**src/rtl/cpu_seq_pkg.sv**
```systemverilog
`default_nettype none
// -----------------------------------------------------------------------------
// cpu_seq_pkg : shared state, error and RV32I opcode encodings for the sequencer
// Revision    : 1.0
// -----------------------------------------------------------------------------
package cpu_seq_pkg;

  typedef enum logic [2:0] {
    S_IDLE    = 3'd0,
    S_FETCH   = 3'd1,
    S_DECODE  = 3'd2,
    S_EXECUTE = 3'd3,
    S_MEM     = 3'd4,
    S_WB      = 3'd5,
    S_HALT    = 3'd6
  } seq_state_t;

  typedef enum logic [1:0] {
    ERR_NONE         = 2'b00,
    ERR_ILLEGAL      = 2'b01,
    ERR_IMEM_TIMEOUT = 2'b10,
    ERR_DMEM_TIMEOUT = 2'b11
  } seq_err_t;

  localparam logic [6:0] c_OP_R_TYPE = 7'b0110011;
  localparam logic [6:0] c_OP_I_TYPE = 7'b0010011;
  localparam logic [6:0] c_OP_LOAD   = 7'b0000011;
  localparam logic [6:0] c_OP_STORE  = 7'b0100011;
  localparam logic [6:0] c_OP_BRANCH = 7'b1100011;
  localparam logic [6:0] c_OP_JALR   = 7'b1100111;
  localparam logic [6:0] c_OP_JAL    = 7'b1101111;
  localparam logic [6:0] c_OP_AUIPC  = 7'b0010111;
  localparam logic [6:0] c_OP_LUI    = 7'b0110111;
  localparam logic [6:0] c_OP_SYSTEM = 7'b1110011;

  function automatic logic is_legal_opcode(input logic [6:0] op);
    case (op)
      c_OP_R_TYPE, c_OP_I_TYPE, c_OP_LOAD, c_OP_STORE, c_OP_BRANCH,
      c_OP_JALR, c_OP_JAL, c_OP_AUIPC, c_OP_LUI: return 1'b1;
      default: return 1'b0;
    endcase
  endfunction

endpackage
`default_nettype wire

```
**src/rtl/cpu_sequencer_if.sv**
```systemverilog
`default_nettype none
// -----------------------------------------------------------------------------
// cpu_sequencer_if : run control, memory handshakes and decoder hooks
// Revision         : 1.0
// -----------------------------------------------------------------------------
interface cpu_sequencer_if #(
  parameter int CNT_W = 32
);
  logic             run;
  logic             imem_req;
  logic             imem_ack;
  logic             ir_load;
  logic [6:0]       opcode;
  logic             dec_wEn;
  logic             dec_mem_wEn;
  logic             dec_wb_sel;
  logic             dmem_req;
  logic             dmem_we;
  logic             dmem_ack;
  logic             rf_wEn;
  logic             pc_update;
  logic             halt;
  logic [1:0]       err_code;
  logic [2:0]       state;
  logic [CNT_W-1:0] instr_count;

  modport master (
    input  run, imem_ack, opcode, dec_wEn, dec_mem_wEn, dec_wb_sel, dmem_ack,
    output imem_req, ir_load, dmem_req, dmem_we, rf_wEn, pc_update, halt,
           err_code, state, instr_count
  );

  modport slave (
    output run, imem_ack, opcode, dec_wEn, dec_mem_wEn, dec_wb_sel, dmem_ack,
    input  imem_req, ir_load, dmem_req, dmem_we, rf_wEn, pc_update, halt,
           err_code, state, instr_count
  );
endinterface
`default_nettype wire

```
**src/rtl/cpu_sequencer_wait_timer.sv**
```systemverilog
`default_nettype none
// -----------------------------------------------------------------------------
// seq_wait_timer : counts unacknowledged request cycles, flags the last allowed
// Revision       : 1.0
// -----------------------------------------------------------------------------
module seq_wait_timer #(
  parameter int MEM_TIMEOUT = 16
) (
  input  logic clock,
  input  logic reset_n,
  input  logic i_clear,
  input  logic i_count_en,
  output logic o_expired
);
  localparam int             c_W    = $clog2(MEM_TIMEOUT + 1);
  localparam logic [c_W-1:0] c_LAST = c_W'(MEM_TIMEOUT - 1);

  logic [c_W-1:0] r_count;

  always_ff @(posedge clock or negedge reset_n) begin
    if (!reset_n) begin
      r_count <= '0;
    end else if (i_clear) begin
      r_count <= '0;
    end else if (i_count_en && (r_count != c_LAST)) begin
      r_count <= r_count + c_W'(1);
    end
  end

  // High during the MEM_TIMEOUT-th request cycle; the caller lets an ack win.
  assign o_expired = (r_count == c_LAST);

endmodule
`default_nettype wire

```
**src/rtl/cpu_sequencer.sv**
```systemverilog
`default_nettype none
// -----------------------------------------------------------------------------
// cpu_sequencer : multi-cycle RV32I fetch/decode/execute/mem/writeback control
// Revision      : 1.0
// -----------------------------------------------------------------------------
module cpu_sequencer
  import cpu_seq_pkg::*;
#(
  parameter int MEM_TIMEOUT = 16,
  parameter int CNT_W       = 32
) (
  input  logic            clock,
  input  logic            reset_n,
  cpu_sequencer_if.master bus
);
  seq_state_t       r_state;
  seq_err_t         r_err;
  logic             r_halt;
  logic [CNT_W-1:0] r_instr_count;

  logic w_in_fetch;
  logic w_in_mem;
  logic w_in_wb;
  logic w_wait_clear;
  logic w_wait_en;
  logic w_expired;

  assign w_in_fetch = (r_state == S_FETCH);
  assign w_in_mem   = (r_state == S_MEM);
  assign w_in_wb    = (r_state == S_WB);

  // FETCH and MEM are never adjacent, so any other state clears the timer.
  assign w_wait_clear = ~(w_in_fetch | w_in_mem);
  assign w_wait_en    = (w_in_fetch & ~bus.imem_ack) | (w_in_mem & ~bus.dmem_ack);

  seq_wait_timer #(
    .MEM_TIMEOUT(MEM_TIMEOUT)
  ) u_wait_timer (
    .clock      (clock),
    .reset_n    (reset_n),
    .i_clear    (w_wait_clear),
    .i_count_en (w_wait_en),
    .o_expired  (w_expired)
  );

  always_ff @(posedge clock or negedge reset_n) begin
    if (!reset_n) begin
      r_state       <= S_IDLE;
      r_err         <= ERR_NONE;
      r_halt        <= 1'b0;
      r_instr_count <= '0;
    end else begin
      case (r_state)
        S_IDLE: begin
          if (bus.run) r_state <= S_FETCH;
        end
        S_FETCH: begin
          if (bus.imem_ack) begin
            r_state <= S_DECODE;
          end else if (w_expired) begin
            r_state <= S_HALT;
            r_halt  <= 1'b1;
            r_err   <= ERR_IMEM_TIMEOUT;
          end
        end
        S_DECODE: begin
          if (is_legal_opcode(bus.opcode)) begin
            r_state <= S_EXECUTE;
          end else begin
            r_state <= S_HALT;
            r_halt  <= 1'b1;
            if (bus.opcode == c_OP_SYSTEM) r_err <= ERR_NONE;
            else                           r_err <= ERR_ILLEGAL;
          end
        end
        S_EXECUTE: begin
          if (bus.dec_wb_sel || !bus.dec_mem_wEn) r_state <= S_MEM;
          else                                    r_state <= S_WB;
        end
        S_MEM: begin
          if (bus.dmem_ack) begin
            r_state <= S_WB;
          end else if (w_expired) begin
            r_state <= S_HALT;
            r_halt  <= 1'b1;
            r_err   <= ERR_DMEM_TIMEOUT;
          end
        end
        S_WB: begin
          r_instr_count <= r_instr_count + CNT_W'(1);
          r_state       <= bus.run ? S_FETCH : S_IDLE;
        end
        S_HALT: begin
          r_state <= S_HALT;
        end
        default: begin
          r_state <= S_IDLE;
        end
      endcase
    end
  end

  assign bus.imem_req    = w_in_fetch;
  assign bus.ir_load     = w_in_fetch & bus.imem_ack;
  assign bus.dmem_req    = w_in_mem;
  assign bus.dmem_we     = w_in_mem & ~bus.dec_mem_wEn;
  assign bus.rf_wEn      = w_in_wb ? bus.dec_wEn : 1'b1;
  assign bus.pc_update   = w_in_wb;
  assign bus.halt        = r_halt;
  assign bus.err_code    = r_err;
  assign bus.state       = r_state;
  assign bus.instr_count = r_instr_count;

endmodule
`default_nettype wire

```
**src/flat_wrapper.sv**
```systemverilog
// flat-port wrapper written by rule: the top's interface ports become plain ports
module cpu_sequencer_flat import cpu_seq_pkg::*;
#(
  parameter int MEM_TIMEOUT = 16,
  parameter int CNT_W       = 32
)
  (clock, reset_n, bus_run, bus_imem_ack, bus_opcode, bus_dec_wEn, bus_dec_mem_wEn, bus_dec_wb_sel, bus_dmem_ack, bus_imem_req, bus_ir_load, bus_dmem_req, bus_dmem_we, bus_rf_wEn, bus_pc_update, bus_halt, bus_err_code, bus_state, bus_instr_count);
  cpu_sequencer_if #(.CNT_W(CNT_W)) bus_i ();
  input  logic clock;
  input  logic reset_n;
  input wire logic [$bits(bus_i.run)-1:0] bus_run;
  input wire logic [$bits(bus_i.imem_ack)-1:0] bus_imem_ack;
  input wire logic [$bits(bus_i.opcode)-1:0] bus_opcode;
  input wire logic [$bits(bus_i.dec_wEn)-1:0] bus_dec_wEn;
  input wire logic [$bits(bus_i.dec_mem_wEn)-1:0] bus_dec_mem_wEn;
  input wire logic [$bits(bus_i.dec_wb_sel)-1:0] bus_dec_wb_sel;
  input wire logic [$bits(bus_i.dmem_ack)-1:0] bus_dmem_ack;
  output wire logic [$bits(bus_i.imem_req)-1:0] bus_imem_req;
  output wire logic [$bits(bus_i.ir_load)-1:0] bus_ir_load;
  output wire logic [$bits(bus_i.dmem_req)-1:0] bus_dmem_req;
  output wire logic [$bits(bus_i.dmem_we)-1:0] bus_dmem_we;
  output wire logic [$bits(bus_i.rf_wEn)-1:0] bus_rf_wEn;
  output wire logic [$bits(bus_i.pc_update)-1:0] bus_pc_update;
  output wire logic [$bits(bus_i.halt)-1:0] bus_halt;
  output wire logic [$bits(bus_i.err_code)-1:0] bus_err_code;
  output wire logic [$bits(bus_i.state)-1:0] bus_state;
  output wire logic [$bits(bus_i.instr_count)-1:0] bus_instr_count;
  assign bus_i.run = bus_run;
  assign bus_i.imem_ack = bus_imem_ack;
  assign bus_i.opcode = bus_opcode;
  assign bus_i.dec_wEn = bus_dec_wEn;
  assign bus_i.dec_mem_wEn = bus_dec_mem_wEn;
  assign bus_i.dec_wb_sel = bus_dec_wb_sel;
  assign bus_i.dmem_ack = bus_dmem_ack;
  assign bus_imem_req = bus_i.imem_req;
  assign bus_ir_load = bus_i.ir_load;
  assign bus_dmem_req = bus_i.dmem_req;
  assign bus_dmem_we = bus_i.dmem_we;
  assign bus_rf_wEn = bus_i.rf_wEn;
  assign bus_pc_update = bus_i.pc_update;
  assign bus_halt = bus_i.halt;
  assign bus_err_code = bus_i.err_code;
  assign bus_state = bus_i.state;
  assign bus_instr_count = bus_i.instr_count;
  cpu_sequencer #(.MEM_TIMEOUT(MEM_TIMEOUT), .CNT_W(CNT_W)) u_core (.clock(clock), .reset_n(reset_n), .bus(bus_i));
endmodule
```
**config.mk**
```make
export PLATFORM = sky130hd
export DESIGN_NAME = cpu_sequencer_flat
export DESIGN_NICKNAME = d
export VERILOG_FILES = /design/src/rtl/cpu_seq_pkg.sv /design/src/rtl/cpu_sequencer_if.sv /design/src/rtl/cpu_sequencer_wait_timer.sv /design/src/rtl/cpu_sequencer.sv /design/src/flat_wrapper.sv
export SDC_FILE = /design/constraint.sdc
export NUM_CORES = 1
export LEC_CHECK = 0
export CORE_MARGIN = 2
export CORE_UTILIZATION = 48
export DETAILED_ROUTE_END_ITERATION = 8
export HOLD_SLACK_MARGIN = 0.02
export MAX_ROUTING_LAYER = met4
export PLACE_DENSITY = 0.79
export SETUP_SLACK_MARGIN = 0.4
export SYNTH_ARGS = -nofsm -noshare
export SYNTH_HDL_FRONTEND = slang
export SYNTH_HIERARCHICAL = 1
export SYNTH_SLANG_ARGS = --single-unit
```
**constraint.sdc**
```tcl
create_clock -name clock -period 2.2 [get_ports clock]
set_clock_uncertainty 0.15 [all_clocks]
set_input_delay 0.44 -clock clock [delete_from_list [all_inputs] [get_ports clock]]
set_output_delay 0.44 -clock clock [all_outputs]
set_load 0.01 [all_outputs]
```
==> out/qor.csv <==
metric;value;unit
post-synthesis net count;219;
data required time at the worst endpoint;2.22;ns
remaining routing DRC violations;0;
Final nets;327;
CTS buffer count;5;
buffer depth of the longest clock path;2;
first-pass GRT wire length;9197;um
minimum clock period after layout;1.965;ns
maximum number of pins on one net before global-route repair;44;
count of flip-flops with a built-in enable after synthesis;0;
status;finished, final reports clean;
final instance area;0.003511;sq mm
count of state elements after synthesis;43;
leak pwr;0.001936;uW
area of the mapped netlist;0.002198;sq mm
critical path peak fanout;4;
Initial Utilization;0.5014;
max-slew violation total from the final report;0;
final count of negative-setup-slack endpoints;0;
I/O pin count;59;
Final WS setup;0.2349;ns
instance area at placement;0.002893;sq mm
synth-to-layout area growth;59.70;%
measured slew at the worst slew-check pin;0.5213;ns
wire per inst;17.65;um
power density cells;865.3;mW/mm^2
setup_tns;0;ns
area of the multi-input gates;0.001220;sq mm
post-synthesis average cell area;10.94;sq um
number of placement rows;24;
synthesized netlist cell count;201;
nature of the critical path startpoint;register;
total number of H-tree levels;2;
share of the clock period used by the worst path after layout;0.8932;
worst max-slew margin expressed relative to the limit;0.6525;
library cells used by synthesis;45;
number of hold violations in the final report;0;
global router's overall resource usage;0.2346;
overall power;3038;uW
routed vias;2020;
Clock Sinks;43;
critical path endpoint category;register;
area of the die;0.005137;sq mm
clock slew at the register clock pins of the worst setup and hold paths;0.08;ns
sequential fraction of the synthesis area;0.4895;
Chip Width;71.68;um
DPL Wire Length;3361;um
WS Path Type;register to register;
Fmax achieved;508.9;MHz
number of antenna violations at the first check in global routing;0;
share of cells above drive strength 1;0.3419;
worst hold-check path type;primary input to async pin;
gp weighted congestion;0.7622;
top flip-flop cell by instance count after synthesis;dfrtp_1;
TritonCTS clock tree;done;
worst setup slack for register-to-register paths;0.23;ns
die height;71.68;um
number of DRC markers in iteration 0;130;
Worst Path Arrival;1.98;ns
final core utilization;0.8008;
gr ovfl total;0;
fraction of synthesis flops using an asynchronous set or reset pin;1.000;
area taken by flip-flops and latches;0.001077;sq mm
Floorplan Core Area;0.004384;sq mm
worst setup slack after placement;0.005806;ns
via count of the first global-routing pass;1922;
antenna diode count;0;
Pre-Repair DR Iteration Count;5;
WL final;6389;um
max-cap viol count;0;
Port Buf Inserts;58;
Vias/cell;5.580;
count of nets left with antenna violations after detail routing;0;
Peak supply drop;0.6085;mV
setup repair after global routing missed its margin;true;
clock insertion delay at the later pin of the skew report;0.29;ns
final-layout fill cell count;268;
buffer cell driving the clock tree root;clkbuf_8;
hold-fix buffers at CTS;0;
Synthesis Warnings;6;
## power breakdown
group	leakage (uW)	switching, uW	internal, uW
registers	0.000576	70.6	891
clock network	0.0000654	258	454
logic	0.00129	625	740
total	0.00194	953	2080
## worst paths after layout
path,startpoint,endpoint,cells after the start
min in group clock,u_core/bus.halt,u_core/bus.halt,1
max reg2reg,u_core/bus.state[0],u_core/u_wait_timer/r_count[3],6
max,u_core/bus.state[0],u_core/u_wait_timer/r_count[3],6
min,reset_n,u_core/bus.instr_count[12],2
min reg2reg,u_core/bus.halt,u_core/bus.halt,1
max in group asynchronous,reset_n,u_core/bus.instr_count[17],2
## state kept, by name (all words and copies together), names as in the netlist
name                         cells
u_core/bus.instr_count          32
u_core/u_wait_timer/r_count      5
u_core/bus.halt                  1
u_core/bus.state                 3
u_core/bus.err_code              2
## stage by stage
| step | hold slack, ns | instances |
|---|---|---|
| after global placement | 0.3135 | 312 |
| after floorplan | -0.005591 | 201 |
| final | 0.04714 | 362 |
| after CTS | 0.07031 | 351 |
| after detailed placement | 0.3030 | 312 |
| after global routing | 0.1019 | 362 |
## layout by cell type (no fill, tap or decap), types with 3 or more instances in the layout
cell type / Yosys / routed
dfrtp_1: 43 / 42
buf_4: 1 / 41
dlygate4sd2_1: 0 / 22
xnor2_1: 24 / 22
dlymetal6s2s_1: 0 / 16
buf_6: 1 / 12
nand4_1: 12 / 12
clkdlybuf4s50_1: 0 / 11
nor2_1: 11 / 9
xor2_1: 9 / 9
nand3_1: 11 / 7
and3_1: 9 / 7
nand2_1: 8 / 6
clkbuf_8: 0 / 5
buf_2: 4 / 5
and4_1: 7 / 5
and2_1: 6 / 4
and3_4: 1 / 3
nand3_2: 0 / 3
o21ai_0: 4 / 3
nor2b_1: 3 / 3
mux2_4: 2 / 3
## critical path, stage by stage, from the launching register on
cell	delay, ns
dfrtp_1	0.42
or3b_4	0.45
buf_6	0.15
o22ai_4	0.09
nor2b_4	0.17
nand4_1	0.11
mux2_4	0.32
## routing by layer
layer | wire length, um | track usage | up-vias
met3 | 294 | 0.04079 | 7
met5 | 0 | - | -
met1 | 2618 | 0.2976 | 1016
met2 | 3448 | 0.3961 | 68
met4 | 27 | 0.05031 | 0
li1 | - | - | 929
## kinds of logic after synthesis
kind of cell | Yosys count | share of synthesized area
compound gates | 15 | 0.04724
xor+xnor | 33 | 0.1315
fa+ha+maj | 3 | 0.01708
buf+inv | 12 | 0.02789
flops | 43 | 0.4895
mux | 6 | 0.03301
simple gates | 89 | 0.2538
## synth_stat cells, drive strengths merged, types with 3 or more instances
library cell | count | area, sq um
xnor2 | 24 | 210.2
a21oi | 3 | 15.01
and3 | 10 | 67.56
nor2 | 11 | 41.29
mux2 | 4 | 52.55
o22ai | 3 | 32.53
and2 | 6 | 37.54
ha | 3 | 37.54
buf | 6 | 38.79
and4 | 7 | 61.31
xor2 | 9 | 78.83
nand2 | 8 | 30.03
nand2b | 3 | 18.77
inv | 4 | 15.01
nand3 | 11 | 55.05
dfrtp | 43 | 1076
nor3 | 4 | 20.02
o21ai | 5 | 25.02
nor2b | 4 | 32.53
nand4 | 13 | 87.58
## layout make-up
class	count	area share
Inverter	4	0.004277
Sequential cell	43	0.3068
Timing Repair Buffer	109	0.2851
Clock buffer	6	0.02067
Multi-Input combinational cell	146	0.3475
Clock inverter	2	0.01711
Tap cell	52	0.01853
## what timing repair did
action | 4_1_cts | 5_1_grt
setup buffers | 30 | 11
resized for setup | 67 | 54
gates cloned | 1 | 0
setup endpoints to repair | 68 | 50
pin swaps | 8 | 26
(Power assumes the default switching activity.)
